==> src/rtl/mux_ctrl_pkg.sv <==
// Shared types and helpers for the 4-source round-robin mux arbiter.
package mux_ctrl_pkg;
  localparam int NUM_REQ = 4;
  localparam int IDX_W   = 2;

  typedef enum logic {IDLE, GRANT} state_e;

  // First set request scanning ptr, ptr+1, ... mod NUM_REQ.
  function automatic logic [IDX_W-1:0] rr_pick(input logic [NUM_REQ-1:0] req,
                                              input logic [IDX_W-1:0]   ptr);
    logic [IDX_W-1:0] idx;
    logic [IDX_W-1:0] cand;
    logic             found;
    idx   = ptr;
    found = 1'b0;
    for (int k = 0; k < NUM_REQ; k++) begin
      cand = ptr + IDX_W'(k);
      if (!found && req[cand]) begin
        idx   = cand;
        found = 1'b1;
      end
    end
    return idx;
  endfunction
endpackage

==> src/rtl/mux_rr_arbiter_if.sv <==
// Request/data/handshake bundle between the sources, the arbiter and the sink.
interface mux_rr_arbiter_if #(parameter int DW = 8);
  logic [mux_ctrl_pkg::NUM_REQ-1:0] req;
  logic [DW-1:0]                    i0, i1, i2, i3;
  logic [DW-1:0]                    y;
  logic                             y_valid;
  logic                             y_ready;
  logic [mux_ctrl_pkg::NUM_REQ-1:0] gnt;
  logic                             s1, s0;
  logic                             busy;

  modport master (input req, i0, i1, i2, i3, y_ready,
                  output y, y_valid, gnt, s1, s0, busy);
  modport slave  (output req, i0, i1, i2, i3, y_ready,
                  input y, y_valid, gnt, s1, s0, busy);
endinterface

==> src/rtl/mux4_bus.sv <==
// DW-wide 4:1 mux built from per-bit behavioural 4:1 muxes; index = {s1,s0}.
module mux4_bit (
  input  logic s1,
  input  logic s0,
  input  logic i0,
  input  logic i1,
  input  logic i2,
  input  logic i3,
  output logic y
);
  always_comb begin
    case ({s1, s0})
      2'b00:   y = i0;
      2'b01:   y = i1;
      2'b10:   y = i2;
      default: y = i3;
    endcase
  end
endmodule

module mux4_bus #(parameter int DW = 8) (
  input  logic          s1,
  input  logic          s0,
  input  logic [DW-1:0] i0,
  input  logic [DW-1:0] i1,
  input  logic [DW-1:0] i2,
  input  logic [DW-1:0] i3,
  output logic [DW-1:0] y
);
  for (genvar b = 0; b < DW; b++) begin : g_bit
    mux4_bit u_bit (
      .s1(s1), .s0(s0),
      .i0(i0[b]), .i1(i1[b]), .i2(i2[b]), .i3(i3[b]),
      .y(y[b])
    );
  end
endmodule

==> src/rtl/mux_rr_arbiter.sv <==
// Round-robin arbiter sharing one DW-bit valid/ready channel among four sources,
// each grant bounded to HOLD_MAX transferred beats.
module mux_rr_arbiter
  import mux_ctrl_pkg::*;
#(
  parameter int DW       = 8,
  parameter int HOLD_MAX = 4
) (
  input  logic              clk,
  input  logic              rst_n,
  mux_rr_arbiter_if.master  bus
);
  localparam logic [3:0] LAST = 4'(HOLD_MAX - 1);
  localparam logic [3:0] SAT  = 4'(HOLD_MAX);

  state_e             state, state_nxt;
  logic [IDX_W-1:0]   sel, ptr, pick;
  logic [3:0]         beat_cnt;
  logic [NUM_REQ-1:0] gnt;
  logic               xfer, rel;

  assign pick = rr_pick(bus.req, ptr);
  assign xfer = bus.y_valid && bus.y_ready;
  // A dropped request releases immediately; otherwise the HOLD_MAX-th beat does.
  assign rel  = (state == GRANT) && (!bus.req[sel] || (xfer && beat_cnt == LAST));

  always_ff @(posedge clk or negedge rst_n) begin
    if (!rst_n) state <= IDLE;
    else        state <= state_nxt;
  end

  always_comb begin
    state_nxt = state;
    case (state)
      IDLE:    if (|bus.req) state_nxt = GRANT;
      GRANT:   if (rel)      state_nxt = IDLE;
      default: state_nxt = IDLE;
    endcase
  end

  always_comb begin
    bus.busy    = (state == GRANT);
    bus.y_valid = (state == GRANT) && bus.req[sel];
  end

  // Grant, select, pointer and beat counter; sel holds through IDLE.
  always_ff @(posedge clk or negedge rst_n) begin
    if (!rst_n) begin
      gnt      <= '0;
      sel      <= '0;
      ptr      <= '0;
      beat_cnt <= '0;
    end else if (state == IDLE) begin
      if (|bus.req) begin
        gnt      <= NUM_REQ'(1) << pick;
        sel      <= pick;
        beat_cnt <= '0;
      end
    end else if (rel) begin
      gnt <= '0;
      ptr <= sel + 1'b1;
    end else if (xfer && beat_cnt != SAT) begin
      beat_cnt <= beat_cnt + 4'd1;
    end
  end

  assign bus.gnt = gnt;
  assign bus.s1  = sel[1];
  assign bus.s0  = sel[0];

  mux4_bus #(.DW(DW)) u_mux (
    .s1(sel[1]), .s0(sel[0]),
    .i0(bus.i0), .i1(bus.i1), .i2(bus.i2), .i3(bus.i3),
    .y(bus.y)
  );
endmodule

==> src/flat_wrapper.sv <==
// flat-port wrapper written by rule: the top's interface ports become plain ports
module mux_rr_arbiter_flat import mux_ctrl_pkg::*;
#(
  parameter int DW       = 8,
  parameter int HOLD_MAX = 4
)
  (clk, rst_n, bus_req, bus_i0, bus_i1, bus_i2, bus_i3, bus_y_ready, bus_y, bus_y_valid, bus_gnt, bus_s1, bus_s0, bus_busy);
  mux_rr_arbiter_if #(.DW(DW)) bus_i ();
  input  logic clk;
  input  logic rst_n;
  input wire logic [$bits(bus_i.req)-1:0] bus_req;
  input wire logic [$bits(bus_i.i0)-1:0] bus_i0;
  input wire logic [$bits(bus_i.i1)-1:0] bus_i1;
  input wire logic [$bits(bus_i.i2)-1:0] bus_i2;
  input wire logic [$bits(bus_i.i3)-1:0] bus_i3;
  input wire logic [$bits(bus_i.y_ready)-1:0] bus_y_ready;
  output wire logic [$bits(bus_i.y)-1:0] bus_y;
  output wire logic [$bits(bus_i.y_valid)-1:0] bus_y_valid;
  output wire logic [$bits(bus_i.gnt)-1:0] bus_gnt;
  output wire logic [$bits(bus_i.s1)-1:0] bus_s1;
  output wire logic [$bits(bus_i.s0)-1:0] bus_s0;
  output wire logic [$bits(bus_i.busy)-1:0] bus_busy;
  assign bus_i.req = bus_req;
  assign bus_i.i0 = bus_i0;
  assign bus_i.i1 = bus_i1;
  assign bus_i.i2 = bus_i2;
  assign bus_i.i3 = bus_i3;
  assign bus_i.y_ready = bus_y_ready;
  assign bus_y = bus_i.y;
  assign bus_y_valid = bus_i.y_valid;
  assign bus_gnt = bus_i.gnt;
  assign bus_s1 = bus_i.s1;
  assign bus_s0 = bus_i.s0;
  assign bus_busy = bus_i.busy;
  mux_rr_arbiter #(.DW(DW), .HOLD_MAX(HOLD_MAX)) u_core (.clk(clk), .rst_n(rst_n), .bus(bus_i));
endmodule
==> config.mk <==
export PLATFORM = sky130hd
export DESIGN_NAME = mux_rr_arbiter_flat
export DESIGN_NICKNAME = d
export VERILOG_FILES = /design/src/rtl/mux_ctrl_pkg.sv /design/src/rtl/mux_rr_arbiter_if.sv /design/src/rtl/mux4_bus.sv /design/src/rtl/mux_rr_arbiter.sv /design/src/flat_wrapper.sv
export SDC_FILE = /design/constraint.sdc
export NUM_CORES = 1
export LEC_CHECK = 0
export CAP_MARGIN = 20
export CORE_MARGIN = 2
export CORE_UTILIZATION = 43
export CTS_CLUSTER_SIZE = 10
export DETAILED_ROUTE_END_ITERATION = 8
export HOLD_SLACK_MARGIN = 0.05
export PLACE_DENSITY = 0.93
export SYNTH_ARGS = -nofsm -noshare
export SYNTH_HDL_FRONTEND = slang
export SYNTH_SLANG_ARGS = --single-unit
==> constraint.sdc <==
create_clock -name clk -period 4.44 [get_ports clk]
set_input_delay 0.666 -clock clk [delete_from_list [all_inputs] [get_ports clk]]
set_output_delay 0.666 -clock clk [all_outputs]
set_load 0.005 [all_outputs]
; ---- Word level (Yosys, flattened, before mapping)
; Cells that the tools add are included.
[totals]
out_inout_bits = 16
reg_bits = 13
input_bits = 39
elab_cells = 78
[classes]
reduce_logical = 20
n_mux = 34
bitwise = 1
addsub = 5
n_eq_ne = 7
shift = 1
magnitude_cmp = 5
[ops]
columns = operator, n
row1 = two-way mux 4 bit, 7
row2 = case mux 1 bit (3 select lines), 8
row3 = less-than comparator 2 x 3 -> 1 bit (second input constant), 5
row4 = binary-select mux 1 bit (select 2 bit), 5
row5 = two-way mux 1 bit, 10
row6 = logical AND 1 bit, 8
row7 = two-way mux 2 bit, 3
row8 = inequality test 2 bit (second input constant), 3
row9 = AND reduction 2 bit, 3
row10 = adder 2 x 1 -> 2 bit (second input constant), 2
row11 = adder 2 bit (second input constant), 2
row12 = adder 4 x 1 -> 4 bit (second input constant), 1
row13 = equality test 4 x 2 -> 1 bit (second input constant), 1
row14 = zero test 1 bit, 4
row15 = inequality test 4 x 3 -> 1 bit (second input constant), 1
row16 = OR reduction 4 bit, 1
row17 = << shifter 1 x 2 -> 4 bit (first input constant), 1
row18 = AND reduction 3 bit, 1
row19 = equality test 2 x 1 -> 1 bit (second input constant), 1
row20 = equality test 2 bit (second input constant), 1
row21 = zero test 2 bit, 1
row22 = case mux 1 bit (2 select lines), 1
row23 = nonzero test 2 bit, 1
row24 = logical OR 1 bit, 1
row25 = NOT 1 bit, 1

; ---- Depth between registers and ports, before layout
; Gate-level depths: netlist (run 1).
[logic_depth]
word_depth = 15
depth_mapped = 6
ltp_nobuf = 6

; ---- Hierarchy
; A second synthesis (run 1) with hierarchy kept.
[unflattened]
hier_cells = 76
area_unflattened_um2 = 908.4
[by_module_without_submodules]
columns = mod, area_each_um2, seq_area_each_um2, cells_per_inst, n_inst
row1 = mux_rr_arbiter, 728.2, 325.3, 68, 1
row2 = mux4_bit, 22.5, 0.0, 1, 8

; ---- Worst setup path before layout (run 1)
; Ideal clock, no wire load.
[synth_path]
path_type = input-to-output
startpoint = in bus_req[3]
endpoint = out bus_y_valid
slack_ps = 2349
n_path_buf = 0
arrival_ps = 1425
path_stages = 2
t_required_ps = 3774
cell_sequence = mux4_2 and2_2
[synth_between]
elab_chain_len = 3
[synth_lines]
columns = element, line
row1 = from (decl), flat_wrapper.sv:11  ; input wire logic [$bits(bus_i.req)-1:0] bus_req;
row2 = binary-select mux 1 bit (select 2 bit), mux_rr_arbiter.sv:43  ; bus.y_valid = (state == GRANT) && bus.req[sel];
row3 = two-way mux 1 bit (not written as such), mux_rr_arbiter.sv:43
row4 = logical AND 1 bit, mux_rr_arbiter.sv:43
row5 = to (decl), flat_wrapper.sv:18  ; output wire logic [$bits(bus_i.y_valid)-1:0] bus_y_valid;
; No other way between the ends. The select of a mux whose other input is x is not followed.

; ---- Final worst setup path (run 1)
[layout_path]
startpoint = in bus_req[1]
endpoint = out bus_y_valid
; The elaborated chain is that of the path after synthesis.

==> results.sh, run 1 <==
export IMPL_rsz0062_at_grt="no"
export IMPL_async_flop_share_pct=100
export IMPL_die_y_um=54.0
export IMPL_syn_area_per_cell_um2=9.42
export IMPL_antenna_found_initial=0
export IMPL_outcome="complete, no violations"
export IMPL_synth_edf_count=0
export IMPL_fp_dieW_um=54.0
export IMPL_placedCellCount=185
export IMPL_synthTopCellsByCount="inv_1 (14), dfrtp_1 (13), mux2i_1 (9)"
export IMPL_period_share_pct=69.9
export IMPL_syn_to_final_growth_pct=49.0
export IMPL_max_cap_violations=0
export IMPL_synth_ff_type="dfrtp_1"
export IMPL_path_delay_family="buffers and inverters"
export IMPL_finalHoldViolCount=0
export IMPL_arrival_ns=2.44
export IMPL_post_dp_hpwl_um=2290
export IMPL_place_ws_ns=1.33
export IMPL_syn_nets=159
export IMPL_synthDominantCellAreaShare_pct=30.3
export IMPL_ant_nets=0
export IMPL_grt_start_max_net_pins=14
export IMPL_criticalPathCategory="input port to output pin"
export IMPL_fin_cells=189
export IMPL_grt_usage_pct=19.9
export IMPL_fin_area_mm2=0.00160
export IMPL_route_vias_total=1068
export IMPL_num_rows=18
export IMPL_cp_slowest_cell="mux4_2"
export IMPL_vias_per_cell=5.65
export IMPL_wl_um=2890
export IMPL_cts_setup_buffers=0
export IMPL_setup_viol=0
export IMPL_wl_met2_um=1330
export IMPL_cellPowerDensity_mw_per_mm2=545
export IMPL_holdWs_ns=0.497
export IMPL_met1_length_um=1120
export IMPL_cts_htree_levels=1
export IMPL_fin_ws_ns=1.34
export IMPL_crit_path_end_kind="output pin"
export IMPL_synth_most_common_cell="inv_1"
export IMPL_critPathMaxFanout=7
export IMPL_insertion_delay_ns=0.28
export IMPL_holdCritPathClass="flip-flop to flip-flop"
export IMPL_grt_remaining_overflow=0
export IMPL_diodes=0
export IMPL_max_freq_mhz=322
export IMPL_yosys_area_top_type="dfrtp_1"
export IMPL_cts_buffer_depth=2
export IMPL_ios=55
export IMPL_dpl_cell_area_mm2=0.00157
export IMPL_tritoncts="built"
export IMPL_clock_sinks=13
export IMPL_fin_nets=205
export IMPL_wl_met3_um=426
export IMPL_clkSlewWorstSetupHoldPaths_ns=0.08
export IMPL_synth_cells=114
export IMPL_synth_seq_cells=13
export IMPL_crit_required_ns=3.77
export IMPL_yosysSeqAreaShare_pct=30.3
export IMPL_ir_drop_v=0.000388
export IMPL_tns_ns=0
export IMPL_hold_depth=1
export IMPL_drive_gt1_share_pct=6.92
export IMPL_cts_resized=0
export IMPL_worst_pin_slew_ns=0.564
export IMPL_r2r_cells=3
export IMPL_p_leak_nw=0.670
export IMPL_relSlewSlack_pct=62.3
export IMPL_cts_root_buf="clkbuf_4"
export IMPL_initial_utilization_pct=44.5
export IMPL_maxUsedRoutingLayer="met4"
export IMPL_ctsHoldBuffers=0
export IMPL_die_area_mm2=0.00291
export IMPL_grt_first_pass_wirelength_um=4180
export IMPL_cpMostUsedCell="clkdlybuf4s50_1"
export IMPL_grt_pass1_vias=977
export IMPL_drt_pass1_iter_count=8
export IMPL_synth_area_mm2=0.00107
export IMPL_clock_skew_ns=0.00417
export IMPL_route_detailed_drc=0
export IMPL_min_period_ns=3.10
export IMPL_crit_path_cell_trace="clkdlybuf4s50_1, mux4_2, and2_2, clkdlybuf4s50_1"
export IMPL_crit_cells=4
export IMPL_gp_congestion=0.796
export IMPL_yosys_top_cells_area="dfrtp_1 (30%), mux2i_1 (8.4%), a222oi_1 (7.5%), ha_1 (7.0%), buf_4 (5.6%)"
export IMPL_report_final_slew_viol_count=0
export IMPL_crit_buf_inv=2
export IMPL_core_area_mm2=0.00241
export IMPL_netlist_cell_type_count=37
export IMPL_worst_setup_path_start_kind="input port"
export IMPL_yosysWarnings=0
export IMPL_drt_iter0_drc=56
export IMPL_wl_per_cell_um=15.3
export IMPL_port_buffers=54
export IMPL_numCtsBuffers=3
export IMPL_slowest_delay_ns=0.59
==> layer usage <==
metal	GRT usage, %	vias to the layer above
met5	0	-
met4	6.41	0
met3	6.11	2
met1	21.0	497
li1	-	506
met2	37.2	63
==> worst register-to-register path: stages, from the launching register on <==
cell and delay [ns]:
dfrtp_1 0.46, mux4_2 0.63, a21boi_4 0.21, mux2_2 0.35
==> state kept, by name, indices dropped and copies added (netlist names) <==
name and count:
u_core.bus.busy 1, u_core.ptr 2, u_core.bus.gnt 4, u_core.beat_cnt 4
u_core.sel 2
==> metrics by stage <==
stage,power [mW],utilization (%)
2_1_floorplan,0.588,-
3_3_place_gp,0.774,65.3
3_5_place_dp,0.796,65.3
4_1_cts,0.872,66.4
5_1_grt,0.938,66.4
6_report,0.871,66.4
==> worst paths after layout <==
kind,start,to,slack [ns]
worst max-delay path,bus_req[1],bus_y_valid,1.34
worst min-delay path,u_core.bus.gnt[3],u_core.bus.gnt[3],0.50
worst max register to register,u_core.sel[0],u_core.ptr[1],2.68
worst min register to register,u_core.bus.gnt[3],u_core.bus.gnt[3],0.50
max in group asynchronous,rst_n,u_core.ptr[1],3.33
min in group asynchronous,rst_n,u_core.beat_cnt[1],0.74
==> power breakdown <==
group          total (mW)  switching (mW)  internal, mW
Clock              0.0751          0.0402        0.0349
Combinational       0.571           0.242         0.329
Sequential          0.225          0.0589         0.166
==> cells in the final DEF, fill, tap and decap left out, types with 2 or more instances in the layout <==
master and n:
o21ai_0 6, a222oi_1 8, a22o_1 2, clkdlybuf4s50_1 54, inv_1 14, clkbuf_4 3, nor2_1 4, mux2i_1 9
nand2_1 6, ha_1 6, o2bb2ai_1 3, nand4_1 2, nor2b_1 2, dfrtp_1 13, a21oi_1 4
==> cell type report <==
cell class / instances / area, um^2
clock buffer: 4 / 26.3
fill: 194 / 811
inverter: 14 / 52.6
multi-input combinational: 74 / 617
sequential: 13 / 325
tap: 30 / 37.5
timing repair buffer: 54 / 541
==> cell families (layout without fill, tap and decap cells) <==
logic type      Yosys count  count (layout)  synth area share (%)
simple gates             21              21                  10.7
flops                    13              13                  30.3
compound gates           36              36                  28.2
mux                      11              11                  11.5
buf+inv                  27              72                  12.2
fa+ha+maj                 6               6                  6.99
(Power assumes the default switching activity.)
==> run 2, diff against run 1 <==
--- a/config.mk
+++ b/config.mk
@@ -7,11 +7,11 @@
 export LEC_CHECK = 0
 export CAP_MARGIN = 20
 export CORE_MARGIN = 2
-export CORE_UTILIZATION = 43
+export CORE_UTILIZATION = 36
 export CTS_CLUSTER_SIZE = 10
 export DETAILED_ROUTE_END_ITERATION = 8
 export HOLD_SLACK_MARGIN = 0.05
-export PLACE_DENSITY = 0.93
+export PLACE_DENSITY = 0.84
 export SYNTH_ARGS = -nofsm -noshare
 export SYNTH_HDL_FRONTEND = slang
 export SYNTH_SLANG_ARGS = --single-unit
==> constraint.sdc (replaced) <==
create_clock -name clk -period 2.69 [get_ports clk]
set_input_delay 0.4035 -clock clk [delete_from_list [all_inputs] [get_ports clk]]
set_output_delay 0.4035 -clock clk [all_outputs]
set_load 0.005 [all_outputs]
==> results.sh, run 2 (same netlist as run 1, synthesis figures left out) <==
export IMPL_outcome="finished with violations"
export IMPL_violations="design-rule violations"
export IMPL_r2r_end="u_core.beat_cnt[2]"
export IMPL_initial_utilization_pct=38.3
export IMPL_p_comb_share_pct=65.7
export IMPL_report_final_slew_viol_count=0
export IMPL_cts_htree_levels=1
export IMPL_drt_iter0_drc=66
export IMPL_clock_skew_ns=0.00385
export IMPL_cellPowerDensity_mw_per_mm2=903
export IMPL_max_cap_violations=0
export IMPL_wl_per_cell_um=15.8
export IMPL_worst_setup_path_start_kind="flip-flop"
export IMPL_critPathMaxFanout=8
export IMPL_crit_path_end="bus_y[6]"
export IMPL_cts_buffer_depth=2
export IMPL_rsz0062_at_grt="no"
export IMPL_fin_cells=191
export IMPL_core_area_mm2=0.00281
export IMPL_numCtsBuffers=3
export IMPL_wl_um=3020
export IMPL_area_sequential_um2=327
export IMPL_sequentialPowerShare_pct=25.7
export IMPL_clkPwrFrac_pct=8.6
export IMPL_die_area_mm2=0.00343
export IMPL_syn_to_final_growth_pct=50.0
export IMPL_grt_first_pass_wirelength_um=4690
export IMPL_final_cell_mix="clkdlybuf4s50_1 (54), inv_1 (14), dfrtp_1 (12)"
export IMPL_post_layout_total_power_mw=1.45
export IMPL_p_leak_nw=0.676
export IMPL_fillCellCount=241
export IMPL_insertion_delay_ns=0.28
export IMPL_r2r_cells=5
export IMPL_grt_start_max_net_pins=14
export IMPL_ios=55
export IMPL_grt_remaining_overflow=0
export IMPL_criticalPathCategory="flip-flop to output pin"
export IMPL_crit_required_ns=2.29
export IMPL_crit_start="u_core.sel[1]"
export IMPL_max_freq_mhz=393
export IMPL_period_share_pct=94.7
export IMPL_placedCellCount=187
export IMPL_cts_setup_buffers=0
export IMPL_multiInputGateArea_um2=617
export IMPL_grt_usage_pct=17.7
export IMPL_num_rows=19
export IMPL_vias_per_cell=5.73
export IMPL_gp_congestion=0.774
export IMPL_diodes=0
export IMPL_drive_gt1_share_pct=8.75
export IMPL_clkSlewWorstSetupHoldPaths_ns=0.09
export IMPL_tns_ns=0
export IMPL_clock_sinks=13
export IMPL_relSlewSlack_pct=63.6
export IMPL_p_sw_mw=0.570
export IMPL_ant_nets=0
export IMPL_port_buffers=54
export IMPL_route_detailed_drc=10
export IMPL_route_vias_total=1095
export IMPL_fp_dieW_um=58.6
export IMPL_finalHoldViolCount=0
export IMPL_holdCritPathClass="input port to asynchronous set/reset pin"
export IMPL_die_y_um=58.6
export IMPL_internal_power_mw=0.884
export IMPL_r2r_start="u_core.beat_cnt[0]"
export IMPL_grt_pass1_vias=1032
export IMPL_tritoncts="built"
export IMPL_fin_nets=206
export IMPL_min_period_ns=2.55
export IMPL_p_sw_share_pct=39.2
export IMPL_regToRegSetupSlack_ns=0.89
export IMPL_crit_path_end_kind="output pin"
export IMPL_worst_pin_slew_ns=0.544
export IMPL_drt_pass1_iter_count=6
export IMPL_final_common_cell="clkdlybuf4s50_1"
export IMPL_antenna_found_initial=0
export IMPL_setup_viol=0
export IMPL_arrival_ns=2.14
export IMPL_post_dp_hpwl_um=2390
export IMPL_cts_root_buf="clkbuf_4"
export IMPL_layout_top_registers="u_core.beat_cnt: 4 flops, u_core.bus.gnt: 4 flops"
export IMPL_ir_drop_v=0.000446
## run 2: area by class of cell
type                       count  share of cell area (%)
clock buffer                   3                    1.40
clock inverter                 1                   0.311
inverter                      14                    3.26
multi-input combinational     74                    38.3
sequential                    13                    20.3
tap                           31                    2.41
timing repair buffer          55                    34.0
## run 2: worst min path at each step
stage | from | end | slack, ns | cells past startpoint
floorplan | rst_n | u_core.beat_cnt[0] | 0.11 | 0
global placement | u_core.bus.gnt[1] | u_core.bus.gnt[1] | 0.48 | 1
detailed placement | u_core.bus.gnt[3] | u_core.bus.gnt[3] | 0.48 | 1
CTS | rst_n | u_core.bus.gnt[0] | 0.49 | 1
global route | rst_n | u_core.bus.gnt[1] | 0.52 | 1
finish | rst_n | u_core.beat_cnt[1] | 0.47 | 1
## run 2: worst max-delay path, cell delays in order (launching register included)
cell and delay [ns]:
dfrtp_1 0.47, inv_1 0.10, ha_1 0.30, a222oi_1 0.40
mux2i_1 0.13, clkdlybuf4s50_1 0.46
## run 2: per-layer routing
layer  wire length, um  global-route usage, %  up-vias
met5                 0                      0        -
met4                42                   5.84        0
met3               463                   5.93        7
met2              1380                   32.6       60
met1              1140                   18.8      518
li1                  -                      -      510
## run 2: per-stage QoR
step | worst slack, ns | area, um^2 | hold slack, ns | util [%]
after floorplan | 0.878 | 1070 | 0.108 | -
after global placement | 0.222 | 1580 | 0.478 | 56.4
after detailed placement | 0.196 | 1580 | 0.478 | 56.4
after CTS | 0.0668 | 1610 | 0.490 | 57.4
after global routing | 0.0145 | 1610 | 0.523 | 57.4
final | 0.143 | 1610 | 0.469 | 57.4
## run 2: timing repair
action | CTS | global route
resized for setup | 0 | 1
hold buffers | 0 | 0
endpoints found under the hold margin | 0 | 0
setup endpoints to repair | 0 | 5
## run 2: power groups by stage
stage / Clock, mW / Combinational, mW / Sequential (mW)
3_5_place_dp: 0 / 0.960 / 0.374
5_1_grt: 0.136 / 1.04 / 0.389
4_1_cts: 0.124 / 0.966 / 0.371
6_report: 0.124 / 0.956 / 0.374
3_3_place_gp: 0 / 0.929 / 0.365
2_1_floorplan: 0 / 0.629 / 0.342
